--- src/rtl/ins_mem_loader.sv ---
// rtl/ins_mem_loader.sv - length-prefixed byte stream to instruction-memory writer (option: INS_LOADER_CHECKSUM_EN)
module ins_mem_loader #(
    parameter int INSTRUCTION_WIDTH = 32,
    parameter int MEMORY_DEPTH      = 256,
    parameter int PC_WIDTH          = 32
) (
    input  logic                         clk,
    input  logic                         rstN,
    input  logic                         start,
    input  logic [7:0]                   rx_data,
    input  logic                         rx_valid,
    output logic                         rx_ready,
    output logic                         wr_en,
    output logic [PC_WIDTH-1:0]          wr_address,
    output logic [INSTRUCTION_WIDTH-1:0] wr_data,
    output logic                         busy,
    output logic                         done,
    output logic                         error
);
    localparam int BYTES = INSTRUCTION_WIDTH / 8;
    localparam int IDX_W = (BYTES > 1) ? $clog2(BYTES) : 1;
    localparam logic [IDX_W-1:0]    LAST_IDX  = IDX_W'(BYTES - 1);
    localparam logic [PC_WIDTH-1:0] ADDR_STEP = PC_WIDTH'(BYTES);
    // Depth clamped to what a 16-bit word count can ever exceed.
    localparam logic [16:0] DEPTH_CAP = (MEMORY_DEPTH > 65536) ? 17'd65536 : 17'(MEMORY_DEPTH);

    localparam logic [2:0] S_IDLE   = 3'd0;
    localparam logic [2:0] S_LEN_LO = 3'd1;
    localparam logic [2:0] S_LEN_HI = 3'd2;
    localparam logic [2:0] S_DATA   = 3'd3;
`ifdef INS_LOADER_CHECKSUM_EN
    localparam logic [2:0] S_CHK    = 3'd4;
`endif
    localparam logic [2:0] S_DONE   = 3'd5;

    logic [2:0]                   state_q, state_d;
    logic [15:0]                  n_q, n_d;
    logic [15:0]                  word_cnt_q, word_cnt_d;
    logic [IDX_W-1:0]             byte_idx_q, byte_idx_d;
    logic [INSTRUCTION_WIDTH-1:0] word_q, word_d;
    logic [PC_WIDTH-1:0]          addr_q, addr_d;
    logic                         wr_en_q, wr_en_d;
    logic [PC_WIDTH-1:0]          wr_address_q, wr_address_d;
    logic [INSTRUCTION_WIDTH-1:0] wr_data_q, wr_data_d;
    logic                         error_q, error_d;
    logic [INSTRUCTION_WIDTH-1:0] assembled;
    logic                         ready_c;
`ifdef INS_LOADER_CHECKSUM_EN
    logic [7:0]                   chk_q, chk_d;
`endif

    // Next-state logic: length capture, little-endian word assembly, capped writes.
    always_comb begin
        state_d      = state_q;
        n_d          = n_q;
        word_cnt_d   = word_cnt_q;
        byte_idx_d   = byte_idx_q;
        word_d       = word_q;
        addr_d       = addr_q;
        wr_en_d      = 1'b0;
        wr_address_d = wr_address_q;
        wr_data_d    = wr_data_q;
        error_d      = error_q;
        ready_c      = 1'b0;
        // New byte enters at the top; after BYTES shifts the first byte sits in [7:0].
        assembled    = (word_q >> 8) | (INSTRUCTION_WIDTH'(rx_data) << (INSTRUCTION_WIDTH - 8));
`ifdef INS_LOADER_CHECKSUM_EN
        chk_d        = chk_q;
`endif
        case (state_q)
            S_IDLE: begin
                if (start) begin
                    state_d    = S_LEN_LO;
                    error_d    = 1'b0;
                    addr_d     = '0;
                    word_cnt_d = '0;
                    byte_idx_d = '0;
                    n_d        = '0;
`ifdef INS_LOADER_CHECKSUM_EN
                    chk_d      = '0;
`endif
                end
            end
            S_LEN_LO: begin
                ready_c = 1'b1;
                if (rx_valid) begin
                    n_d[7:0] = rx_data;
                    state_d  = S_LEN_HI;
                end
            end
            S_LEN_HI: begin
                ready_c = 1'b1;
                if (rx_valid) begin
                    n_d[15:8] = rx_data;
                    state_d   = ({rx_data, n_q[7:0]} == 16'd0) ? S_DONE : S_DATA;
                    if ({1'b0, rx_data, n_q[7:0]} > DEPTH_CAP) begin
                        error_d = 1'b1;
                    end
                end
            end
            S_DATA: begin
                if (word_cnt_q == n_q) begin
                    // Final write cycle: nothing more to take from the stream.
`ifdef INS_LOADER_CHECKSUM_EN
                    state_d = S_CHK;
`else
                    state_d = S_DONE;
`endif
                end else begin
                    ready_c = 1'b1;
                    if (rx_valid) begin
`ifdef INS_LOADER_CHECKSUM_EN
                        chk_d = chk_q ^ rx_data;
`endif
                        word_d = assembled;
                        if (byte_idx_q == LAST_IDX) begin
                            byte_idx_d = '0;
                            word_cnt_d = word_cnt_q + 16'd1;
                            if ({1'b0, word_cnt_q} < DEPTH_CAP) begin
                                wr_en_d      = 1'b1;
                                wr_address_d = addr_q;
                                wr_data_d    = assembled;
                                addr_d       = addr_q + ADDR_STEP;
                            end
                        end else begin
                            byte_idx_d = byte_idx_q + IDX_W'(1);
                        end
                    end
                end
            end
`ifdef INS_LOADER_CHECKSUM_EN
            S_CHK: begin
                ready_c = 1'b1;
                if (rx_valid) begin
                    if (rx_data != chk_q) begin
                        error_d = 1'b1;
                    end
                    state_d = S_DONE;
                end
            end
`endif
            S_DONE: begin
                state_d = S_IDLE;
            end
            default: begin
                state_d = S_IDLE;
            end
        endcase
    end

    // State and output registers; reset aborts any load in progress.
    always_ff @(posedge clk or negedge rstN) begin
        if (!rstN) begin
            state_q      <= S_IDLE;
            n_q          <= '0;
            word_cnt_q   <= '0;
            byte_idx_q   <= '0;
            word_q       <= '0;
            addr_q       <= '0;
            wr_en_q      <= 1'b0;
            wr_address_q <= '0;
            wr_data_q    <= '0;
            error_q      <= 1'b0;
`ifdef INS_LOADER_CHECKSUM_EN
            chk_q        <= '0;
`endif
        end else begin
            state_q      <= state_d;
            n_q          <= n_d;
            word_cnt_q   <= word_cnt_d;
            byte_idx_q   <= byte_idx_d;
            word_q       <= word_d;
            addr_q       <= addr_d;
            wr_en_q      <= wr_en_d;
            wr_address_q <= wr_address_d;
            wr_data_q    <= wr_data_d;
            error_q      <= error_d;
`ifdef INS_LOADER_CHECKSUM_EN
            chk_q        <= chk_d;
`endif
        end
    end

    assign rx_ready   = ready_c;
    assign wr_en      = wr_en_q;
    assign wr_address = wr_address_q;
    assign wr_data    = wr_data_q;
    assign busy       = (state_q != S_IDLE) && (state_q != S_DONE);
    assign done       = (state_q == S_DONE);
    assign error      = error_q;
endmodule

--- config.mk ---
export PLATFORM = sky130hd
export DESIGN_NAME = ins_mem_loader
export DESIGN_NICKNAME = d
export VERILOG_FILES = /design/src/rtl/ins_mem_loader.sv
export SDC_FILE = /design/constraint.sdc
export NUM_CORES = 1
export LEC_CHECK = 0
export CAP_MARGIN = 25
export CORE_ASPECT_RATIO = 1.2
export CORE_MARGIN = 4
export CORE_UTILIZATION = 55
export CTS_CLUSTER_DIAMETER = 40
export CTS_CLUSTER_SIZE = 20
export DETAILED_ROUTE_END_ITERATION = 10
export DONT_BUFFER_PORTS = 1
export PLACE_DENSITY = 0.72
export SYNTH_ARGS = -nofsm -noshare
export SYNTH_HDL_FRONTEND = slang
export SYNTH_SLANG_ARGS = --single-unit
--- constraint.sdc ---
create_clock -name clk -period 7.45 [get_ports clk]
set_clock_uncertainty 0.05 [all_clocks]
set_input_delay 1.8625 -clock clk [delete_from_list [all_inputs] [get_ports clk]]
set_output_delay 1.8625 -clock clk [all_outputs]
set_load 0.01 [all_outputs]
Word level (Yosys, flattened, before mapping)

Cells that the tools add are included.

Word-level logic and storage cells: 87
Flip-flop bits (word level): 167
Output and inout port bits: 69
Input port bits: 12

Reduce and logical (&&, ||, !) cells: 17
Bitwise gates (word level): 2
Order comparisons: 2
Mux-type cells: 36
Eq/ne operators: 16
Add/subtract/negate cells: 3

Operators by type and width:

| cell                                                                             | number |
|---|---|
| 32-bit 2-to-1 mux                                                                | 5 |
| 16-bit 2-to-1 mux                                                                | 4 |
| 32-bit one-hot mux with 2 select lines                                           | 1 |
| 32-bit by 3-bit adder with 32-bit output, second input constant                  | 1 |
| 24-bit by 32-bit OR with 32-bit output                                           | 1 |
| 16-bit one-hot mux with 2 select lines                                           | 1 |
| 8-bit one-hot mux with 2 select lines                                            | 2 |
| 2-bit inequality test, second input constant                                     | 9 |
| 16-bit by 1-bit adder with 16-bit output, second input constant                  | 1 |
| 16-bit == test                                                                   | 1 |
| 16-bit by 9-bit greater-than comparator with 1-bit output, second input constant | 1 |
| 16-bit zero test                                                                 | 1 |
| 16-bit by 9-bit < comparator with 1-bit output, second input constant            | 1 |
| 3-bit 2-to-1 mux                                                                 | 5 |
| 3-bit one-hot mux with 4 select lines                                            | 1 |
| 4-bit AND reduction                                                              | 3 |
| 5-bit AND reduction                                                              | 2 |
| 1-bit 2-to-1 mux                                                                 | 9 |
| 3-bit AND reduction                                                              | 3 |
| 2-bit 2-to-1 mux                                                                 | 4 |
| 8-bit 2-to-1 mux                                                                 | 1 |
| 3-bit by 2-bit == test with 1-bit output, second input constant                  | 2 |
| 6-bit AND reduction                                                              | 1 |
| 2-bit nonzero test                                                               | 3 |
| 12 further kinds                                                                 | 13 |

Depth between registers and ports, before layout

Depth in word-level cells: 6
Depth in mapped cells: 12
Depth with buffers taken out: 8

Least setup slack after synthesis

No wires, ideal clock.

Path kind: input to register
Start: in start
End: reg word_cnt_q[15]
Slack: 3.836 ns
Setup time: 0.132 ns
Buffers on the path: 0
Data arrival time: 3.432 ns
Data required time: 7.268 ns
Stages: 6
Path through: or3b_1 a21o_1 or3_1 a2111oi_2 xnor2_1 nor2_1

Cells in the longest elaborated chain, start to end: 2

Ends and longest elaborated chain:

| element                                | line | source |
|---|---|---|
| start: declaration                     | 9    | `input logic start,` |
| 2-bit inequality test (no source line) | n/a  |  |
| 5-bit AND reduction (no source line)   | n/a  |  |
| end signal: assignment                 | 170  | `word_cnt_q <= word_cnt_d;` |
| end: declaration                       | 38   | `logic [15:0] word_cnt_q, word_cnt_d;` |

No other way between the ends.
A chain may end at the register's enable or synchronous reset.

Final worst setup path

Start: in rx_valid
End: reg wr_data_q[23] (netlist: wr_data[23])

Cells in the longest elaborated chain, start to end: 1

Ends and longest elaborated chain:

| element                              | line | source |
|---|---|---|
| start: declaration                   | 11   | `input logic rx_valid,` |
| 5-bit AND reduction (no source line) | n/a  |  |
| end signal: assignment               | 176  | `wr_data_q <= wr_data_d;` |
| end: declaration                     | 44   | `logic [INSTRUCTION_WIDTH-1:0] wr_data_q, wr_data_d;` |

No other way between the ends.

==> metrics.txt <==
WS Path Type primary input to flip-flop; Seq pwr share 47.7%; DRT antenna net count 0; Post-Synthesis Cell Area 0.00707 sq mm; # IOs 81; post-detailed-placement half-perimeter wirelength 9690 microns; ys async rst share 100%; Sw Share 33.9%; PD cells 354 mW/mm^2; Clock H-tree levels 4; share of post-route cells with drive strength above 1 22.0%; Longest Clk Path Bufs 2; combinational power share 21.4%; Total GRT Usage 20.8%; R2R cell count 7; Pwr Total 2.73 mW; sequential fraction of the synthesis area 54.8%; outcome completed; # port buffers 0; Core ar. 0.0126 sq mm; clk sinks 155; Int Pwr 1.81 mW; Hold Path Stages 1; Placement Setup Slack 2.47 ns; largest net degree at the start of global routing 156; die area 0.0147 sq mm; R2R Path Start state_q[1]$_DFFE_PN0P_; Crit path required time 7.71 ns; Layout area overhead 8.95%; worst-skew pair later-pin latency 0.43 ns; TritonRoute pass-1 iters 7; Mean Syn Cell Area 12.1 sq um; crit path max fanout 43; Synth Register Bits 155; Worst Hold End addr_q[31]$_DFFE_PN0P_; Nets 588; vias per cell 6.19; Die Wd 112 microns; Worst slew margin 33.2%; via count 4,644; leading cell types in the layout, fill and taps excluded dfrtp_1, mux2_2, nand2_1; Num CTS Buffers 17; Leak Pwr 3.32 nW; Max Cap Viol 0; TritonCTS clock tree yes; # diodes 0; initial antenna violation count 1; Ys Warns 0; worst slew pin tran 0.998 ns; Startpoint Class primary input; DR iter-0 viols 367; clock network fraction of total power 30.8%; clk slew on worst S/H paths 0.06 ns; Routability Congestion 0.833; Congestion Overflow GR 0; cts hold-fix bufs 0; Cells after Synth 584; Unique masters post-synth 53; first-pass GRT wire length 24,800 microns; CTS Root Cell clkbuf_16; switching pwr 0.925 mW; ys flop type dfrtp_1; setup slack, reg-to-reg 3.49 ns; setup TNS 0 ns; CP arrival 4.76 ns; Hold Startpoint addr_q[31]$_DFFE_PN0P_; DR WL/cell 19.4 microns; post-layout min period 4.50 ns; min-delay worst type flip-flop to flip-flop; FP Rows 45; Post CTS Setup Buffer Count 0; Fmax 0.222 GHz; number of flops mapped to enable cells by yosys 0; vias in the first global route 4,769; initial core utilization 56.1%; crit end category flip-flop; DRT Wirelength 14,500 microns; number of remaining DRC errors 0; final worst path period share 60.4%; unrepaired setup endpoints after global routing false; post_cts resized 0; r2r endpoint wr_data[23]$_DFFE_PN0P_; Final Hold Fails 0; maximum VDD drop 0.221 mV; max-slew violation count 0; Final WS setup 2.95 ns; die height 132 microns; Final setup viols 0; commonest non-fill, non-tap cell in the layout dfrtp_1
power by group through the flow:
stage / clock (mW) / combinational, mW / sequential, mW
6_report: 0.842 / 0.585 / 1.30
5_1_grt: 0.906 / 0.653 / 1.34
3_3_place_gp: 0 / 0.557 / 1.31
2_1_floorplan: 0 / 0.520 / 1.23
3_5_place_dp: 0 / 0.585 / 1.32
4_1_cts: 0.862 / 0.587 / 1.31
cell type report:
type                       instances  area (sq um)
clock buffer                      18           439
inverter                          15          56.3
sequential                       155          3880
clock inverter                    14           149
multi-input combinational        381          2960
tap                              164           205
timing repair buffer               3          22.5
fill                            1017          4910
per-layer routing:
metal / global-route usage (%) / vias to the layer above / share of wire, %
met2: 32.6 / 156 / 49
met3: 7.16 / 32 / 7.4
met1: 27.0 / 2336 / 42
met4: 7.78 / 2 / 2.0
li1: - / 2118 / -
met5: 0 / - / 0.089
kinds of logic after synthesis:
| group | share of synthesized area, % |
|---|---|
| AND/OR/NAND/NOR | 12.1 |
| flip-flops | 54.8 |
| multiplexers | 16.3 |
| AO/OA/AOI/OAI | 9.38 |
| buffers and inverters | 3.43 |
| XOR/XNOR | 3.33 |
| adder cells (fa/ha/maj) | 0.531 |
| other | 0.0530 |
worst max path at each step:
| stage | slack (ns) | cells past startpoint | end | startpoint |
|---|---|---|---|---|
| 5_1_grt | 2.71 | 6 | wr_data[25]$_DFFE_PN0P_ | rx_valid |
| 3_5_place_dp | 2.47 | 6 | wr_data[17]$_DFFE_PN0P_ | rx_valid |
| 3_3_place_gp | 2.57 | 6 | wr_data[9]$_DFFE_PN0P_ | rx_valid |
| 6_report | 2.95 | 6 | wr_data[23]$_DFFE_PN0P_ | rx_valid |
| 4_1_cts | 2.91 | 6 | wr_data[23]$_DFFE_PN0P_ | rx_valid |
| 2_1_floorplan | 3.84 | 6 | word_cnt_q[15]$_DFFE_PN0P_ | start |
synthesized netlist by cell type (3+ instances only):
master | n | share of area (%)
nand4_1 | 16 | 1.4
a31oi_1 | 4 | 0.35
nand2b_1 | 8 | 0.71
nor4_1 | 8 | 0.71
nand2_1 | 38 | 2.0
ha_1 | 3 | 0.53
mux2i_1 | 8 | 1.1
o21ai_0 | 18 | 1.3
mux2_2 | 62 | 9.9
nor2_1 | 27 | 1.4
dfrtp_1 | 155 | 55
buf_6 | 6 | 0.96
xnor2_1 | 23 | 2.8
o41ai_1 | 9 | 1.1
a21oi_1 | 11 | 0.78
nand3_1 | 27 | 1.9
buf_2 | 5 | 0.35
nor3_1 | 10 | 0.71
mux2_4 | 25 | 5.3
o211ai_1 | 14 | 1.5
and3_1 | 6 | 0.53
or4_1 | 7 | 0.74
a22o_1 | 11 | 1.4
o311ai_0 | 7 | 0.87
clkbuf_1 | 21 | 1.1
inv_1 | 14 | 0.74
o31ai_1 | 10 | 1.1
worst max-delay path, stage by stage:
cell and delay, ns:
nand3_1 0.31, nor2b_4 0.75, nand2_4 0.23, inv_2 0.55, buf_4 0.61, mux2_2 0.41
sequential cells by signal (all words and copies together) (netlist names):
register    flops
wr_en           1
n_q            16
word_cnt_q     16
state_q         3
wr_data        32
byte_idx_q      2
error           1
addr_q         30
word_q         24
wr_address     30
metrics by stage:
stage | instances | hold slack [ns] | instance area, sq um | util (%)
detailed placement | 718 | 0.432 | 7120 | 56.4
CTS | 750 | 0.441 | 7710 | 61.1
finish | 750 | 0.435 | 7710 | 61.1
global placement | 718 | 0.434 | 7120 | 56.4
global route | 750 | 0.480 | 7710 | 61.1
floorplan | 585 | 0.403 | 7080 | -
Note: power is estimated with default switching activity, not from simulation.
